File: src/rtl/ssd_scan_if.sv
// Display-side bus of the BCD counter reader: packed BCD value, decimal-point
// requests and blanking control going in, multiplexed 7-segment drive coming out.
interface ssd_scan_if;
  logic [15:0] ssd_scan_bcd;
  logic [3:0]  ssd_scan_dp;
  logic        ssd_scan_blank_lz;
  logic [3:0]  ssd_scan_an;
  logic [6:0]  ssd_scan_seg;
  logic        ssd_scan_dp_n;
  logic        ssd_scan_frame;

  // Counter side: supplies the value, observes the display pins.
  modport master (
    output ssd_scan_bcd,
    output ssd_scan_dp,
    output ssd_scan_blank_lz,
    input  ssd_scan_an,
    input  ssd_scan_seg,
    input  ssd_scan_dp_n,
    input  ssd_scan_frame
  );

  // Scanner side: reads the value, drives the display pins.
  modport slave (
    input  ssd_scan_bcd,
    input  ssd_scan_dp,
    input  ssd_scan_blank_lz,
    output ssd_scan_an,
    output ssd_scan_seg,
    output ssd_scan_dp_n,
    output ssd_scan_frame
  );
endinterface

File: src/rtl/ssd_scan.sv
// Four-digit common-anode 7-segment scanner. The BCD value is frozen once per
// frame (at the end of the digit 3 window) so a frame never mixes two values.
// All display outputs are registered and therefore lag the digit index by one
// cycle; each digit is lit for exactly REFRESH_DIV cycles.
module ssd_scan #(
  parameter int REFRESH_DIV = 100000
) (
  input logic       ssd_scan_clk,
  input logic       ssd_scan_rst,
  ssd_scan_if.slave bus
);

  localparam int               CNT_W    = $clog2(REFRESH_DIV);
  localparam logic [CNT_W-1:0] DIV_LAST = CNT_W'(REFRESH_DIV - 1);
  localparam logic [CNT_W-1:0] DIV_ZERO = CNT_W'(0);
  localparam logic [CNT_W-1:0] DIV_ONE  = CNT_W'(1);

  // Active-low segment pattern {g,f,e,d,c,b,a}; non-BCD nibbles show a dash.
  function automatic logic [6:0] seg_decode(input logic [3:0] nib);
    logic [6:0] pat;
    case (nib)
      4'd0:    pat = 7'b1000000;
      4'd1:    pat = 7'b1111001;
      4'd2:    pat = 7'b0100100;
      4'd3:    pat = 7'b0110000;
      4'd4:    pat = 7'b0011001;
      4'd5:    pat = 7'b0010010;
      4'd6:    pat = 7'b0000010;
      4'd7:    pat = 7'b1111000;
      4'd8:    pat = 7'b0000000;
      4'd9:    pat = 7'b0010000;
      default: pat = 7'b0111111;
    endcase
    return pat;
  endfunction

  logic [CNT_W-1:0] div_cnt_r;
  logic [CNT_W-1:0] div_cnt_nxt_s;
  logic [1:0]       idx_r;
  logic [1:0]       idx_nxt_s;
  logic             div_last_s;
  logic             snap_take_s;

  logic [15:0]      snap_r;
  logic [3:0]       snap_dp_r;
  logic             snap_lz_r;

  logic [3:0]       digit_s;
  logic             blank_s;
  logic [3:0]       an_s;
  logic [6:0]       seg_s;
  logic             dp_n_s;

  logic [3:0]       an_r;
  logic [6:0]       seg_r;
  logic             dp_n_r;
  logic             frame_r;

  // State register: refresh divider and current digit index.
  always_ff @(posedge ssd_scan_clk) begin
    if (ssd_scan_rst) begin
      div_cnt_r <= DIV_ZERO;
      idx_r     <= 2'd0;
    end else begin
      div_cnt_r <= div_cnt_nxt_s;
      idx_r     <= idx_nxt_s;
    end
  end

  // Next-state logic: divider wraps at REFRESH_DIV-1 and advances the digit.
  always_comb begin
    div_last_s    = (div_cnt_r == DIV_LAST);
    snap_take_s   = div_last_s && (idx_r == 2'd3);
    div_cnt_nxt_s = div_cnt_r;
    idx_nxt_s     = idx_r;
    if (div_last_s) begin
      div_cnt_nxt_s = DIV_ZERO;
      idx_nxt_s     = idx_r + 2'd1;
    end else begin
      div_cnt_nxt_s = div_cnt_r + DIV_ONE;
      idx_nxt_s     = idx_r;
    end
  end

  // Frame snapshot: reloaded at reset and on the last cycle of digit 3 only.
  always_ff @(posedge ssd_scan_clk) begin
    if (ssd_scan_rst || snap_take_s) begin
      snap_r    <= bus.ssd_scan_bcd;
      snap_dp_r <= bus.ssd_scan_dp;
      snap_lz_r <= bus.ssd_scan_blank_lz;
    end else begin
      snap_r    <= snap_r;
      snap_dp_r <= snap_dp_r;
      snap_lz_r <= snap_lz_r;
    end
  end

  // Output decode: select digit, apply leading-zero blanking, build pin values.
  always_comb begin
    digit_s = 4'h0;
    blank_s = 1'b0;
    an_s    = 4'b1111;
    seg_s   = 7'b1111111;
    dp_n_s  = 1'b1;
    case (idx_r)
      2'd0: begin
        digit_s = snap_r[3:0];
        blank_s = 1'b0;
        an_s    = 4'b1110;
      end
      2'd1: begin
        digit_s = snap_r[7:4];
        blank_s = snap_lz_r && (snap_r[15:4] == 12'h000);
        an_s    = 4'b1101;
      end
      2'd2: begin
        digit_s = snap_r[11:8];
        blank_s = snap_lz_r && (snap_r[15:8] == 8'h00);
        an_s    = 4'b1011;
      end
      2'd3: begin
        digit_s = snap_r[15:12];
        blank_s = snap_lz_r && (snap_r[15:12] == 4'h0);
        an_s    = 4'b0111;
      end
      default: begin
        digit_s = 4'h0;
        blank_s = 1'b1;
        an_s    = 4'b1111;
      end
    endcase
    if (blank_s) begin
      an_s   = 4'b1111;
      seg_s  = 7'b1111111;
      dp_n_s = 1'b1;
    end else begin
      seg_s  = seg_decode(digit_s);
      dp_n_s = ~snap_dp_r[idx_r];
    end
  end

  // Output register: all-off during reset, frame pulse follows a snapshot.
  always_ff @(posedge ssd_scan_clk) begin
    if (ssd_scan_rst) begin
      an_r    <= 4'b1111;
      seg_r   <= 7'b1111111;
      dp_n_r  <= 1'b1;
      frame_r <= 1'b0;
    end else begin
      an_r    <= an_s;
      seg_r   <= seg_s;
      dp_n_r  <= dp_n_s;
      frame_r <= snap_take_s;
    end
  end

  assign bus.ssd_scan_an    = an_r;
  assign bus.ssd_scan_seg   = seg_r;
  assign bus.ssd_scan_dp_n  = dp_n_r;
  assign bus.ssd_scan_frame = frame_r;

endmodule

File: src/flat_wrapper.sv
// flat-port wrapper written by rule: the top's interface ports become plain ports
module ssd_scan_flat 
#(
  parameter int REFRESH_DIV = 100000
)
  (ssd_scan_clk, ssd_scan_rst, bus_ssd_scan_bcd, bus_ssd_scan_dp, bus_ssd_scan_blank_lz, bus_ssd_scan_an, bus_ssd_scan_seg, bus_ssd_scan_dp_n, bus_ssd_scan_frame);
  ssd_scan_if bus_i ();
  input logic ssd_scan_clk;
  input logic ssd_scan_rst;
  input wire logic [$bits(bus_i.ssd_scan_bcd)-1:0] bus_ssd_scan_bcd;
  input wire logic [$bits(bus_i.ssd_scan_dp)-1:0] bus_ssd_scan_dp;
  input wire logic [$bits(bus_i.ssd_scan_blank_lz)-1:0] bus_ssd_scan_blank_lz;
  output wire logic [$bits(bus_i.ssd_scan_an)-1:0] bus_ssd_scan_an;
  output wire logic [$bits(bus_i.ssd_scan_seg)-1:0] bus_ssd_scan_seg;
  output wire logic [$bits(bus_i.ssd_scan_dp_n)-1:0] bus_ssd_scan_dp_n;
  output wire logic [$bits(bus_i.ssd_scan_frame)-1:0] bus_ssd_scan_frame;
  assign bus_i.ssd_scan_bcd = bus_ssd_scan_bcd;
  assign bus_i.ssd_scan_dp = bus_ssd_scan_dp;
  assign bus_i.ssd_scan_blank_lz = bus_ssd_scan_blank_lz;
  assign bus_ssd_scan_an = bus_i.ssd_scan_an;
  assign bus_ssd_scan_seg = bus_i.ssd_scan_seg;
  assign bus_ssd_scan_dp_n = bus_i.ssd_scan_dp_n;
  assign bus_ssd_scan_frame = bus_i.ssd_scan_frame;
  ssd_scan #(.REFRESH_DIV(REFRESH_DIV)) u_core (.ssd_scan_clk(ssd_scan_clk), .ssd_scan_rst(ssd_scan_rst), .bus(bus_i));
endmodule
File: config.mk
export PLATFORM = sky130hd
export DESIGN_NAME = ssd_scan_flat
export DESIGN_NICKNAME = d
export VERILOG_FILES = /design/src/rtl/ssd_scan_if.sv /design/src/rtl/ssd_scan.sv /design/src/flat_wrapper.sv
export SDC_FILE = /design/constraint.sdc
export NUM_CORES = 1
export LEC_CHECK = 0
export ABC_AREA = 1
export CAP_MARGIN = 40
export CORE_ASPECT_RATIO = 0.75
export CORE_MARGIN = 2
export CORE_UTILIZATION = 40
export DETAILED_ROUTE_END_ITERATION = 7
export HOLD_SLACK_MARGIN = 0.03
export PLACE_DENSITY = 0.59
export SLEW_MARGIN = 10
export SYNTH_ARGS = -nofsm -noshare
export SYNTH_HDL_FRONTEND = slang
export SYNTH_SLANG_ARGS = --single-unit
File: constraint.sdc
create_clock -name ssd_scan_clk -period 4 [get_ports ssd_scan_clk]
set_clock_uncertainty 0.15 [all_clocks]
set_input_delay 0.8 -clock ssd_scan_clk [delete_from_list [all_inputs] [get_ports ssd_scan_clk]]
set_output_delay 0.8 -clock ssd_scan_clk [all_outputs]
set_load 0.005 [all_outputs]
==> results of run 1 <==
-- power by group through the flow --
stage / Clock [W] / Combinational [W] / Sequential, W
2_1_floorplan: 0 / 0.0000344 / 0.000603
3_3_place_gp: 0 / 0.0000740 / 0.000604
3_5_place_dp: 0 / 0.0000766 / 0.000604
4_1_cts: 0.000341 / 0.0000769 / 0.000592
5_1_grt: 0.000361 / 0.0000856 / 0.000594
6_report: 0.000328 / 0.0000762 / 0.000591
-- sequential cells by signal (all words and copies together) (netlist names) --
signal / count
u_core.div_cnt_r: 17
u_core.snap_r: 16
u_core.bus.ssd_scan_seg: 7
u_core.bus.ssd_scan_an: 4
u_core.snap_dp_r: 4
u_core.idx_r: 2
u_core.bus.ssd_scan_dp_n: 1
u_core.bus.ssd_scan_frame: 1
u_core.snap_lz_r: 1
-- per-stage QoR --
step	instance area (µm²)	utilization (%)
finish	2940	50.7
global placement	2830	48.8
global route	2940	50.7
CTS	2940	50.7
floorplan	2390	-
detailed placement	2840	49.0
-- final cells by class --
class | count | area, µm²
clock buffer | 5 | 68.8
clock inverter | 3 | 28.8
fill | 561 | 2860
inverter | 29 | 109
multi-input combinational | 192 | 998
sequential | 53 | 1270
tap | 78 | 97.6
timing repair buffer | 36 | 365
-- critical path: stages (launching register included) --
cell and delay [ps]:
dfxtp_1 360, inv_1 190, ha_1 290, nand2_1 70, nand2_1 120, nor2_1 50, nor2_1 280, ha_1 240
inv_1 60, nand3_1 80, nand3_1 80, nand2_1 70, nand2_1 40
-- cell families after synthesis --
kind of cell               after synthesis  share of synthesized area (%)
buffers and inverters                   30                           5.17
and+or+nand+nor                        161                           30.8
DFF                                     53                           53.1
adders and majority gates                9                           4.70
xor gates and xnor gates                 6                           2.20
AOI/OAI and AO/OA                       16                           4.03
-- worst paths after layout --
check / start / end / slack (ps)
setup / recovery: u_core.idx_r[0]$_SDFFE_PP0N_ / u_core.bus.ssd_scan_seg[4]$_SDFF_PP1_ / 1790
hold / removal: u_core.div_cnt_r[0]$_SDFF_PP0_ / u_core.div_cnt_r[0]$_SDFF_PP0_ / 320
setup reg to reg: u_core.idx_r[0]$_SDFFE_PP0N_ / u_core.bus.ssd_scan_seg[4]$_SDFF_PP1_ / 1790
hold reg to reg: u_core.div_cnt_r[0]$_SDFF_PP0_ / u_core.div_cnt_r[0]$_SDFF_PP0_ / 320
-- cell usage in the layout, fill, tap and decap left out, types with 2 or more instances in the layout --
master           netlist  routed
nand3_1               19      19
nor2_1                39      39
ha_1                   9       9
nor3_1                 3       3
nand2_1               76      76
inv_1                 26      26
clkbuf_8               0       5
inv_2                  3       3
clkdlybuf4s50_1        0      35
edfxtp_1              21      21
xnor2_1                2       2
nor2_4                 7       7
dfxtp_1               32      32
a21oi_1                6       6
nand2_2                2       2
xor2_1                 4       4
nand4_1                7       7
o21ai_0                6       6
-- metal layers --
layer / track usage, % / wire, µm / vias to the layer above
li1: - / - / 968
met1: 23.9 / 2490 / 815
met2: 20.3 / 1810 / 51
met3: 4.15 / 253 / 6
met4: 6.21 / 74 / 0
met5: 0 / 0 / -
==> summary.md, run 1 <==
| Metric | Value |
|---|---|
| Antenna Cells | `0` |
| Number of global-route vias before repair | `1681` |
| Sequential power share | `around 59%` |
| Place WS | `1570 ps` |
| Crit share post-route | `a little under three fifths` |
| Die ar. | `6620 µm²` |
| Clock sinks | `53` |
| Area share of the largest cell type after synthesis | `26.8%` |
| Post-CTS Resized | `0` |
| Vias per std cell | `between 4 and 5` |
| Hold WS | `317 ps` |
| Post-synth ARST share | `0%` |
| Clock transition at path regs | `110 ps` |
| Post-CTS Setup Repair Bufs | `0` |
| Status | `finished clean` |
| Gr ovfl total | `0` |
| Average wire per standard cell | `between 10 and 15 µm` |
| CTS max path bufs | `2` |
| Post-synthesis net count | `307` |
| Synth cell count leaders | `nand2_1, nor2_1, dfxtp_1` |
| Core area | `5800 µm²` |
| Non-filler cells, final | `396` |
| Combinational group share of total power | `7.7%` |
| Most common flop cell mapped by yosys | `dfxtp_1` |
| Area Overhead vs Synth | `22.8%` |
| Sw frac | `between 20% and 30%` |
| Fraction of layout cells with a size suffix above 1 | `under 10%` |
| # port buffers | `35` |
| R2R depth | `12` |
| First-pass DRT Iterations | `4` |
| Final setup TNS | `0 ps` |
| Routed Wire Length | `4630 µm` |
| Hold Violations, Final | `0` |
| Top cells by area in the synthesized netlist | `dfxtp_1, edfxtp_1, nand2_1` |
| Final HPWL DP | `3510 µm` |
| Syn. warnings | `0` |
| Sequential share of the synthesized area | `53.1%` |
| Critical Path RT | `4060 ps` |
| RD Place Congestion | `about 0.89` |
| Final Worst Setup Slack | `around 1800 ps` |
| Kind of critical path | `flip-flop to flip-flop` |
| CP Capture Type | `flip-flop` |
| Slew @ Worst Pin | `365 ps` |
| Ports | `36` |
| Skew-Pair Late Insertion Delay | `320 ps` |
| VDD IR max | `0.172 mV` |
| Post-placement cell count | `388` |
| Drt drc | `0` |
| EDFF count, synth | `21` |
| Clock tree from TritonCTS | `yes` |
| GRT Util Overall | `15.5%` |
| Iter 0 DRT Violations | `105` |
| # H-tree levels | `2` |
| Overall power | `0.000996 W` |
| Pwr Density | `339 nW/µm²` |
| Avg Inst Size Synth | `roughly 8.7 µm²` |
| Min Tclk post-route | `2210 ps` |
| Worst-path fanout max | `7` |
| Total number of vias | `between 1500 and 2000` |
| Pint | `0.000757 W` |
| Hold depth | `1` |
| Yosys reg bits | `53` |
| Setup Viol. Count Final | `0` |
| Starting density of the core | `about two fifths` |
| Worst Hold Class | `flip-flop to flip-flop` |
| Rel. slew slack | `75.6%` |
| Max Freq | `0.453 GHz` |
| CP arrival | `2270 ps` |
| Chip width | `93.3 µm` |
| Initial antenna violation count | `0` |
| Sw power | `0.000239 W` |
| TritonCTS buffer count | `5` |
| FP Rows | `24` |
| First-pass GRT wire length | `around 8000 µm` |
| Critical path startpoint category | `flip-flop` |
| Die Y | `71.0 µm` |
| Post-CTS Hold Buffers | `0` |
| Max Slew Vio Count | `0` |
| Mapped Cells | `275` |
| Clk pwr share | `33.0%` |
| Clk root buf | `clkbuf_8` |
| Netlist Area Pre-Place | `about 2400 µm²` |
| Yosys top cell by area | `dfxtp_1` |
| Pin count of the biggest net entering global routing | `20` |
| Detail Route Antenna Nets | `0` |
| Fin nets | `349` |
| Count leader, synth | `nand2_1` |
| Leak | `1.14 nW` |
| RSZ-0062 raised after global routing | `false` |
| Max-Cap Viols | `0` |
| Library cells used by synthesis | `29` |
(Power assumes the default switching activity.)
==> run 2: changes to the inputs <==
- clock period: 4 -> 2.15 ns (I/O delays scaled with it)
==> run 2 against run 1 <==
  * Total power is 85% higher
  * Setup slack worse by 1600 ps
  * Via count is 2.3% lower
  * Flip-flop and latch count stayed put
  * Global-route usage is 0.23 points lower
  * Fmax is 11% higher
  * Hold slack worse by 13 ps
  * Sequential power is 86% higher
  * Clock power is 82% higher
  * Routed wire length is 1.7% lower
  * Combinational power is 89% higher
==> summary.md, run 2 (synthesis results as in run 1) <==
| Metric | Value |
|---|---|
| Status | `finished clean` |
| Detail Route Antenna Nets | `0 (unchanged)` |
| Clock sinks | `53 (unchanged)` |
| Worst Hold Class | `flip-flop to flip-flop` |
| Placed Area | `2850 µm² (+0.44%)` |
| Sw frac | `23.7% (-0.24 points)` |
| Area Overhead vs Synth | `23.8%` |
| Drt drc | `0 (unchanged)` |
| Core area | `5800 µm² (unchanged)` |
| Pwr Density | `621 nW/µm² (+83%)` |
| FP Rows | `24 (unchanged)` |
| Critical Path RT | `2220 ps (-1840 ps)` |
| Combinational group share of total power | `7.8% (about the same)` |
| Rel. slew slack | `77.2% (+1.6 points)` |
| Average wire per standard cell | `11.5 µm (-1.9%)` |
| Max Freq | `0.503 GHz (+11%)` |
| Max Slew Vio Count | `0 (unchanged)` |
| GRT Util Overall | `15.3% (-0.23 points)` |
| Largest register FFs | `17 (unchanged)` |
| CTS max path bufs | `2 (unchanged)` |
| Ports | `36 (unchanged)` |
| # port buffers | `35 (unchanged)` |
| Iter 0 DRT Violations | `84 (-20%)` |
| VDD IR max | `0.320 mV (+86%)` |
| Worst-path fanout max | `5 (-2)` |
| First-pass DRT Iterations | `4 (unchanged)` |
| Sw power | `0.000437 W (+83%)` |
| First-pass GRT wire length | `7780 µm (-1.1%)` |
| Slew @ Worst Pin | `342 ps (-22.6 ps)` |
| Leak | `1.14 nW (-0.22%)` |
| Critical Path Most Common Cell | `nand2_1` |
| Hold Violations, Final | `0 (unchanged)` |
| Die Y | `71.0 µm (unchanged)` |
| Routed Wire Length | `4550 µm (-1.7%)` |
| Skew-Pair Late Insertion Delay | `320 ps (about the same)` |
| Min Tclk post-route | `1990 ps (-218 ps)` |
| Total number of vias | `1797 (-2.3%)` |
| Clock transition at path regs | `100 ps (about the same)` |
| Fraction of layout cells with a size suffix above 1 | `11.0% (+2.2 points)` |
| Clock tree from TritonCTS | `yes` |
| Kind of critical path | `flip-flop to flip-flop` |
| RD Place Congestion | `0.837 (-6.2%)` |
| Final Worst Setup Slack | `160 ps (-1630 ps)` |
| Gr ovfl total | `0 (unchanged)` |
| Antenna Cells | `0 (unchanged)` |
| Commonest cells after routing, fill and taps aside | `nand2_1, nor2_1, clkdlybuf4s50_1` |
| Slowest stage delay, CP | `350 ps (about the same)` |
| Max-Cap Viols | `0 (unchanged)` |
| CP Capture Type | `flip-flop` |
| Biggest register | `u_core.div_cnt_r` |
| Chip width | `93.3 µm (unchanged)` |
| Final setup TNS | `0 ps (unchanged)` |
| CP cell instances | `inv_1 > ha_1 > nand2_1 > nand2_1 > nor2_4 > nor2_4 > inv_1 > ha_1 > inv_1 > nand2_1 > nand2_1 > nand2_1 > nand2_1` |
| Setup Viol. Count Final | `0 (unchanged)` |
| Place WS | `10.5 ps (-1550 ps)` |
| TritonCTS buffer count | `5 (unchanged)` |
| # H-tree levels | `2 (unchanged)` |
| Pint | `0.00140 W (+85%)` |
| Sequential power share | `59.8% (+0.4 points)` |
| Initial antenna violation count | `0 (unchanged)` |
| Starting density of the core | `41.3% (unchanged)` |
| Final HPWL DP | `3370 µm (-3.9%)` |
| Crit share post-route | `92.5% (+37 points)` |
| Clk pwr share | `32.4% (-0.6 points)` |
| Final instance area | `2960 µm² (+0.85%)` |
| Critical path startpoint category | `flip-flop` |
| Fin nets | `350 (+0.29%)` |
| Vias per std cell | `4.53 (-2.6%)` |
| Pin count of the biggest net entering global routing | `22 (+10%)` |
| CP bufs+invs | `3 (+1)` |
| CP max stage cell | `dfxtp_2` |
| Post-CTS Hold Buffers | `0 (unchanged)` |
| CP delay by family, top | `simple AND/OR/NAND/NOR gates` |
| RSZ-0062 raised after global routing | `false` |
| Die ar. | `6620 µm² (unchanged)` |
| Number of global-route vias before repair | `1671 (-0.59%)` |
| Commonest non-fill, non-tap cell in the layout | `nand2_1` |
| Clk root buf | `clkbuf_8` |
| CP arrival | `2060 ps (-210 ps)` |
==> run 2: changes by cell type in the layout (fill, tap and decap cells not counted), sizes merged <==
cell | previous run | this run
buf | 1 | 2
inv | 31 | 30
clkinvlp | 0 | 2
clkinv | 1 | 0
==> run 2: final cells by class <==
cell class	instances	area (µm²)
Sequential cell	53	1270
Timing Repair Buffer	37	378
Clock buffer	5	68.8
Multi-Input combinational cell	192	1010
Inverter	29	109
Clock inverter	3	26.3
Tap cell	78	97.6
Fill cell	558	2830
==> run 2: power by group through the flow <==
stage	combinational [W]	clock (W)	sequential, W
2_1_floorplan	0.0000640	0	0.00112
3_3_place_gp	0.000144	0	0.00112
3_5_place_dp	0.000144	0	0.00112
4_1_cts	0.000145	0.000621	0.00110
5_1_grt	0.000161	0.000668	0.00111
6_report	0.000144	0.000596	0.00110
==> run 2: metal layers <==
metal | GRT usage [%] | vias up | share of wire (%)
met3 | 4.79 | 2 | 5.2
li1 | - | 966 | -
met1 | 23.5 | 782 | 56
met4 | 5.39 | 0 | 0.72
met2 | 20.0 | 47 | 38
met5 | 0 | - | 0
==> run 2: through the flow <==
stage	util [%]	cells	hold WS [ps]	power [W]
after detailed placement	49.2	389	291	0.00127
after global routing	51.1	397	335	0.00193
after floorplan	-	275	268	0.00118
after global placement	49.2	389	283	0.00127
final	51.1	397	304	0.00184
after CTS	50.9	397	310	0.00187
==> run 2: worst reg2reg max path, cell delays in order, from the launching register on <==
cell,delay (ps)
dfxtp_2,350
inv_1,150
ha_1,270
nand2_1,90
nand2_1,110
nor2_4,60
nor2_4,110
inv_1,100
ha_1,280
inv_1,30
nand2_1,50
nand2_1,50
nand2_1,50
nand2_1,50
==> run 2: what timing repair did <==
| action | CTS | global route |
|---|---|---|
| setup buffers | 0 | 0 |
| resized for setup | 1 | 6 |
| endpoints found under the setup margin | 1 | 4 |
==> run 2: worst paths after layout <==
kind                                        from                                     to  slack (ps)  cells past startpoint
setup / recovery    u_core.idx_r[1]$_SDFFE_PP0N_  u_core.bus.ssd_scan_seg[3]$_SDFF_PP1_         160                     13
hold / removal    u_core.div_cnt_r[0]$_SDFF_PP0_         u_core.div_cnt_r[0]$_SDFF_PP0_         300                      1
setup reg to reg    u_core.idx_r[1]$_SDFFE_PP0N_  u_core.bus.ssd_scan_seg[3]$_SDFF_PP1_         160                     13
hold reg to reg   u_core.div_cnt_r[0]$_SDFF_PP0_         u_core.div_cnt_r[0]$_SDFF_PP0_         300                      1
==> run 3: changes to the inputs <==
- GPL_ROUTABILITY_DRIVEN: default -> 0
==> results of run 3 <==
No change in the layout: final DEF, timing and power equal those of run 2.
